===== src/rtl/bp_cce_ucode_ram_arbiter.sv =====
// Shares the single-port CCE microcode RAM between the config bus and the fetch stage,
// and sequences CFG/RUN/DRAIN ownership. Define BP_CCE_UCODE_ARB_FAIR_EN for config-read anti-starvation.
module bp_cce_ucode_ram_arbiter #(
  parameter int unsigned cce_pc_width_p    = 8,
  parameter int unsigned cce_instr_width_p = 48,
  parameter int unsigned starve_limit_p    = 8
) (
  input  logic                         clk_i,
  input  logic                         reset_n_i,
  input  logic                         mode_i,

  input  logic                         cfg_v_i,
  input  logic                         cfg_w_i,
  input  logic [cce_pc_width_p-1:0]    cfg_addr_i,
  input  logic [cce_instr_width_p-1:0] cfg_data_i,
  output logic                         cfg_ready_o,
  output logic                         cfg_data_v_o,
  output logic [cce_instr_width_p-1:0] cfg_data_o,

  input  logic                         fetch_v_i,
  input  logic [cce_pc_width_p-1:0]    fetch_pc_i,
  output logic                         fetch_ready_o,
  output logic                         fetch_inst_v_o,
  output logic [cce_instr_width_p-1:0] fetch_inst_o,
  input  logic                         fetch_yumi_i,

  output logic                         ram_v_o,
  output logic                         ram_w_o,
  output logic [cce_pc_width_p-1:0]    ram_addr_o,
  output logic [cce_instr_width_p-1:0] ram_data_o,
  input  logic [cce_instr_width_p-1:0] ram_data_i,

  output logic                         cce_run_o
);

  localparam logic [1:0] StReset = 2'd0;
  localparam logic [1:0] StCfg   = 2'd1;
  localparam logic [1:0] StRun   = 2'd2;
  localparam logic [1:0] StDrain = 2'd3;

  if (starve_limit_p == 0) begin : g_bad_starve_limit
    $error("starve_limit_p must be at least 1");
  end

  logic [1:0]                   state_q, state_d;
  logic                         rd_pend_q, rd_pend_d;
  logic                         owner_q, owner_d;      // 1 = fetch, 0 = config
  logic                         hold_full_q, hold_full_d;
  logic [cce_instr_width_p-1:0] hold_q, hold_d;

  logic fetch_ret, cfg_ret;
  logic cfg_rd_req, fetch_slot_free;
  logic fetch_ready, cfg_ready;
  logic fetch_grant, cfg_grant;
  logic fair_force;

  assign fetch_ret       = rd_pend_q & owner_q;
  assign cfg_ret         = rd_pend_q & ~owner_q;
  assign cfg_rd_req      = cfg_v_i & ~cfg_w_i;
  assign fetch_slot_free = ~hold_full_q | fetch_yumi_i;

`ifdef BP_CCE_UCODE_ARB_FAIR_EN
  localparam int unsigned StarveW = $clog2(starve_limit_p + 1);

  logic [StarveW-1:0] starve_q, starve_d;
  logic               in_run, starved;

  assign in_run     = (state_q == StRun);
  assign starved    = (starve_q == StarveW'(starve_limit_p));
  assign fair_force = in_run & starved & cfg_rd_req;

  always_comb begin
    starve_d = starve_q;
    if (!in_run || cfg_grant) begin
      starve_d = '0;
    end else if (cfg_rd_req && !starved) begin
      starve_d = starve_q + 1'b1;
    end
  end

  always_ff @(posedge clk_i or negedge reset_n_i) begin
    if (!reset_n_i) begin
      starve_q <= '0;
    end else begin
      starve_q <= starve_d;
    end
  end
`else
  assign fair_force = 1'b0;
`endif

  // Config reads in RUN only use cycles fetch leaves idle; config writes wait for CFG.
  always_comb begin
    fetch_ready = 1'b0;
    cfg_ready   = 1'b0;
    unique case (state_q)
      StCfg: cfg_ready = ~fetch_ret;
      StRun: begin
        fetch_ready = fetch_slot_free & ~fair_force;
        cfg_ready   = ~cfg_w_i & (~fetch_v_i | ~fetch_ready);
      end
      default: ;
    endcase
  end

  assign fetch_grant = fetch_v_i & fetch_ready;
  assign cfg_grant   = cfg_v_i & cfg_ready;

  assign ram_v_o    = fetch_grant | cfg_grant;
  assign ram_w_o    = cfg_grant & cfg_w_i;
  assign ram_addr_o = fetch_grant ? fetch_pc_i : (cfg_grant ? cfg_addr_i : '0);
  assign ram_data_o = ram_w_o ? cfg_data_i : '0;

  assign rd_pend_d = ram_v_o & ~ram_w_o;
  assign owner_d   = fetch_grant;

  // The hold slot is reserved at accept; data bypasses from the RAM on its return cycle
  // and is captured for later cycles, so a yumi every cycle sustains one fetch per cycle.
  always_comb begin
    hold_d      = hold_q;
    hold_full_d = hold_full_q;
    if (fetch_ret) begin
      hold_d = ram_data_i;
    end
    if (fetch_grant) begin
      hold_full_d = 1'b1;
    end else if (hold_full_q && fetch_yumi_i) begin
      hold_full_d = 1'b0;
    end
  end

  always_comb begin
    state_d = state_q;
    unique case (state_q)
      StReset: state_d = StCfg;
      StCfg:   if (mode_i && !cfg_ret) state_d = StRun;
      StRun:   if (!mode_i) state_d = StDrain;
      StDrain: if (!rd_pend_q && fetch_slot_free) state_d = StCfg;
      default: state_d = StReset;
    endcase
  end

  always_ff @(posedge clk_i or negedge reset_n_i) begin
    if (!reset_n_i) begin
      state_q     <= StReset;
      rd_pend_q   <= 1'b0;
      owner_q     <= 1'b0;
      hold_full_q <= 1'b0;
      hold_q      <= '0;
    end else begin
      state_q     <= state_d;
      rd_pend_q   <= rd_pend_d;
      owner_q     <= owner_d;
      hold_full_q <= hold_full_d;
      hold_q      <= hold_d;
    end
  end

  assign cfg_ready_o    = cfg_ready;
  assign fetch_ready_o  = fetch_ready;
  assign cfg_data_v_o   = cfg_ret;
  assign cfg_data_o     = cfg_ret ? ram_data_i : '0;
  assign fetch_inst_v_o = hold_full_q;
  assign fetch_inst_o   = !hold_full_q ? '0 : (fetch_ret ? ram_data_i : hold_q);
  assign cce_run_o      = (state_q == StRun);

endmodule


===== config.mk =====
export PLATFORM = sky130hd
export DESIGN_NAME = bp_cce_ucode_ram_arbiter
export DESIGN_NICKNAME = d
export VERILOG_FILES = /design/src/rtl/bp_cce_ucode_ram_arbiter.sv
export SDC_FILE = /design/constraint.sdc
export NUM_CORES = 1
export LEC_CHECK = 0
export CAP_MARGIN = 0
export CORE_AREA = 2 2 107 109
export CTS_CLUSTER_DIAMETER = 30
export DETAILED_ROUTE_END_ITERATION = 10
export DIE_AREA = 0 0 109 111
export HOLD_SLACK_MARGIN = 0.06
export PLACE_DENSITY = 0.76
export SLEW_MARGIN = 20
export SYNTH_ARGS = -nofsm -noshare
export SYNTH_HDL_FRONTEND = slang
export SYNTH_SLANG_ARGS = --single-unit

===== constraint.sdc =====
create_clock -name clk_i -period 2.1 [get_ports clk_i]
set_input_delay 0.42 -clock clk_i [delete_from_list [all_inputs] [get_ports clk_i]]
set_output_delay 0.42 -clock clk_i [all_outputs]
set_load 0.005 [all_outputs]

Word level (Yosys, flattened, before mapping)
Cells that the tools add are included.
{ "op_classes": {"eq_ne": 6, "muxes": 14, "n_bitwise": 17, "n_reduce_logical": 8} }
{ "ops": {"columns": ["cell", "count"], "rows": [
  ["$mux 48", 4],
  ["$mux 8", 2],
  ["$pmux 2 s4", 1],
  ["$and 1x1->1", 7],
  ["$not 1->1", 7],
  ["$mux 2", 3],
  ["$ne 2x2->1 const B", 3],
  ["$eq 2x2->1 const B", 2],
  ["$logic_and 1x1->1", 3],
  ["$mux 1", 3],
  ["$or 1x1->1", 3],
  ["$reduce_and 3->1", 1],
  ["$eq 2x1->1 const B", 1],
  ["$logic_not 1->1", 2],
  ["$logic_not 2->1", 1],
  ["$pmux 1 s2", 1],
  ["$reduce_bool 2->1", 1]
]} }
{ "word_totals": {"register_bits": 53, "output_inout_bits": 159, "elab_cells": 50} }

Longest topological paths before layout
{ "logic_depth": {"depth_word": 10, "mapped_depth": 7} }

Worst setup path after synthesis
OpenSTA, ideal clock, no wires.
{ "synth_path": {"path_type": "reg2out", "start": "register state_q[0]", "end": "output ram_data_o[0]", "arrival_ns": 1.538, "path_slack_ns": 0.142, "stages_incl_launch_ff": 8, "n_path_buf": 2, "cell_sequence": "dfrtp_1 > inv_1 > ha_1 > nor2b_2 > and3_1 > buf_2 > clkbuf_2 > and3_1"} }
{ "synth_via": {"elab_chain_len": 5, "word_cells_on_any_way": 6, "classes_between": "eq/ne (2); mux (2); bitwise (2)"} }
{ "synth_lines": {"columns": ["item", "line_no", "rtl"], "rows": [
  ["from (decl)", "45", "logic [1:0] state_q, state_d;"],
  ["from (signal assigned)", "145", "state_q <= StReset;"],
  ["from (signal assigned)", "151", "state_q <= state_d;"],
  ["$eq 2x2->1 / $eq 2x1->1 (equally long branches)", "96", "unique case (state_q)"],
  ["$pmux 1 s2 *", "96", null],
  ["$and 1x1->1 *", "107", "assign cfg_grant = cfg_v_i & cfg_ready;"],
  ["$and 1x1->1 *", "110", "assign ram_w_o = cfg_grant & cfg_w_i;"],
  ["$mux 48 *", "112", "assign ram_data_o = ram_w_o ? cfg_data_i : '0;"],
  ["to (decl)", "30", "output logic [cce_instr_width_p-1:0] ram_data_o,"]
]} }
Every way passes the cells marked *; elsewhere a longest branch is shown, timed or not.

Worst setup path in the final report
{ "layout_path": {"start": "register state_q[0]", "end": "output ram_data_o[25]"} }
The elaborated chain is that of the path after synthesis.

==> run metrics <==
largest net degree at the start of global routing 51; Sw Pwr between 2 and 2.5 mW; headroom to the max-slew limit about two thirds; Crit Path Max Fanout 6; Max Cap Viol 0; Int Pwr about 5.2 mW; Multi-input gate area 0.00229 mm²; DIE HEIGHT 111 µm; Worst Setup End Kind output port; Nets 805; row count 39; dpl hpwl 9490 µm; Net Sw Frac 31.5%; Final Hold Viols 0; DR DRC count 0; combinational share of power 67.1%; FF/Latch Area 0.00133 mm²; antenna violations before repair 0; GPL Wtd Cong about 0.79; Worst-path clk slew 0.07 ns; Pleak 4.11 nW; drt first pass iters 4; global-route wire length before repair 22200 µm; share of layout cells above drive strength 1 slightly below 60%; ys async rst share 100%; post-route ant nets 0; Worst Skew roughly 0.0027 ns; #FFs+latches synth 53; synthesized area per cell 9.95 µm²; Clock Latency Late Sink 0.29 ns; clock power share a little over a tenth; CORE AREA 0.0111 mm²; hold buffers post-CTS 0; Final Max Tran Viols 0; CTS tree done; EDFF count, synth 0; top cell type's share of synthesized area 41.1%; RSZ-0062 raised after global routing true; H-tree depth 2; Synth cell types 26; HP Class input pin to asynchronous set/reset pin; Fill cells about 800; Hold Worst Slack 0.0961 ns; ys flop type dfrtp_1; top cells by count, synth and2_1 (98), dfrtp_1 (53), and3_1 (49), mux2_2 (39), nand2_1 (18); Routed WL per cell 18.8 µm; Max Buffers Root-to-Sink 2; VDD IR max around 0.00042 V; most common cell in the netlist and2_1; number of global-route vias before repair 4071; Final min period 2.40 ns; Max Fclk 0.417 GHz; Post-Syn Nets 446; Placed Cells ~740; Synth area leader dfrtp_1; WL final 15600 µm; Tot GR Track Use a little under a quarter; Layout area overhead 142%; Post-Synthesis Cells 324; total congestion overflow 0; Setup CP Type register to output port; top cells by area, synth dfrtp_1 (41%), and2_1 (19%), mux2_2 (14%); via count 3888; ant diodes 0; Cell Area, Synth 0.00322 mm²; YS warnings 0; CTS sink cnt 53; Vias per Instance 4.70; setup slack after layout -0.295 ns; register area share after synthesis 41.1%; Post-DP Area around 0.0063 mm²; r2r setup slk 0.37 ns; Worst Path Required 1.68 ns; failing checks setup timing; CP startpoint kind register; final non-filler cell total 827; num ports 278; Die Wd 109 µm; Initial Util roughly 29%; endpoints failing setup 118; worst path arrival time roughly 2.0 ns; PwrDens 981 mW/mm²; sequential power share 22.5%; Die ar. roughly 0.012 mm²; clock root buffer clkbuf_16; Worst Max-Slew Pin Slew 0.508 ns; crit share post-route 114%; final design instance area without fill 0.00781 mm²; status complete, but fails checks; IO Port Bufs roughly 280; detailed router's first-iteration violation count 110; CTS Buf Count 5
layout by cell type (no fill, tap or decap), types with 7 or more instances in the layout:
cell             count
mux2_4              48
buf_12               8
dlymetal6s2s_1       8
buf_4               33
buf_6              114
buf_8               11
and2_1              41
dfrtp_1             52
buf_2               46
clkbuf_2            15
clkbuf_16            7
and2_4              57
nand2_1             18
buf_16               8
and3_4              22
clkdlybuf4s50_1    119
and3_1              27
sequential cells by signal, summed over array words and instances (netlist names):
register        flops
hold_q             48
state_q             2
fetch_inst_v_o      1
owner_q             1
rd_pend_q           1
power by group through the flow:
stage / Combinational, mW / Clock, mW / Sequential [mW]
global route: 5.43 / 0.856 / 1.77
detailed placement: 3.39 / 0 / 1.68
finish: 5.14 / 0.800 / 1.72
CTS: 4.34 / 0.823 / 1.70
floorplan: 1.47 / 0 / 1.64
global placement: 3.30 / 0 / 1.65
path summary, 6_finish.rpt:
kind                                              from                   end  cells after the start
worst max-delay path            state_q[0]$_DFFE_PN0P_        ram_data_o[25]                      9
worst min-delay path                         reset_n_i  hold_q[18]$_DFF_PN0_                      1
worst max register to register  state_q[1]$_DFFE_PN0P_   rd_pend_q$_DFF_PN0_                      8
worst min register to register     hold_q[5]$_DFF_PN0_   hold_q[5]$_DFF_PN0_                      1
max in group asynchronous                    reset_n_i     owner_q$_DFF_PN0_                      2
min in group clk_i                 hold_q[5]$_DFF_PN0_   hold_q[5]$_DFF_PN0_                      1
per-stage QoR:
| stage | utilization (%) | setup TNS (ns) | total power, mW | setup WS, ns |
|---|---|---|---|---|
| floorplan | - | 0 | 3.11 | 0.142 |
| global placement | 57.0 | -28.11 | 4.96 | -0.519 |
| detailed placement | 57.0 | -29.03 | 5.07 | -0.523 |
| CTS | 65.4 | -27.14 | 6.87 | -0.327 |
| global route | 70.5 | -25.57 | 8.06 | -0.363 |
| finish | 70.5 | -17.56 | 7.66 | -0.295 |
kinds of logic (layout without fill, tap and decap cells):
| logic type | count (synthesis) | in the layout | share of synthesized area (%) |
|---|---|---|---|
| muxes | 50 | 50 | 18.4 |
| adders and majority gates | 3 | 3 | 1.16 |
| buffers and inverters | 31 | 390 | 4.46 |
| and+or+nand+nor | 172 | 172 | 31.9 |
| AOI/OAI and AO/OA | 15 | 16 | 2.95 |
| DFF | 53 | 53 | 41.1 |
routing by layer:
layer,track usage [%],part of all wire [%]
met1,25.1,35
met2,46.0,55
met3,4.59,7.1
met4,8.29,2.7
met5,0,0
area by class of cell:
cell class / instances / area share, %
clock buffers: 6 / 1.65
well taps: 143 / 2.29
flip-flops and latches: 53 / 17.0
clock inverters: 2 / 0.128
multi-input cells: 241 / 29.3
repair buffers: 378 / 49.4
inverters: 4 / 0.240
worst max-delay path, stage by stage, from the launching register on:
cell and delay (ns):
dfrtp_1 0.39, inv_2 0.09, ha_4 0.22, nor2b_4 0.12, and3_4 0.24, buf_6 0.11, buf_6 0.12, buf_16 0.12
and3_4 0.19, buf_6 0.09
what timing repair did:
item / CTS / global route
cloned: 12 / 2
setup buffers: 55 / 26
pin swaps: 29 / 9
resized for setup: 594 / 250
setup endpoints to repair: 157 / 157
(Power assumes the default switching activity.)
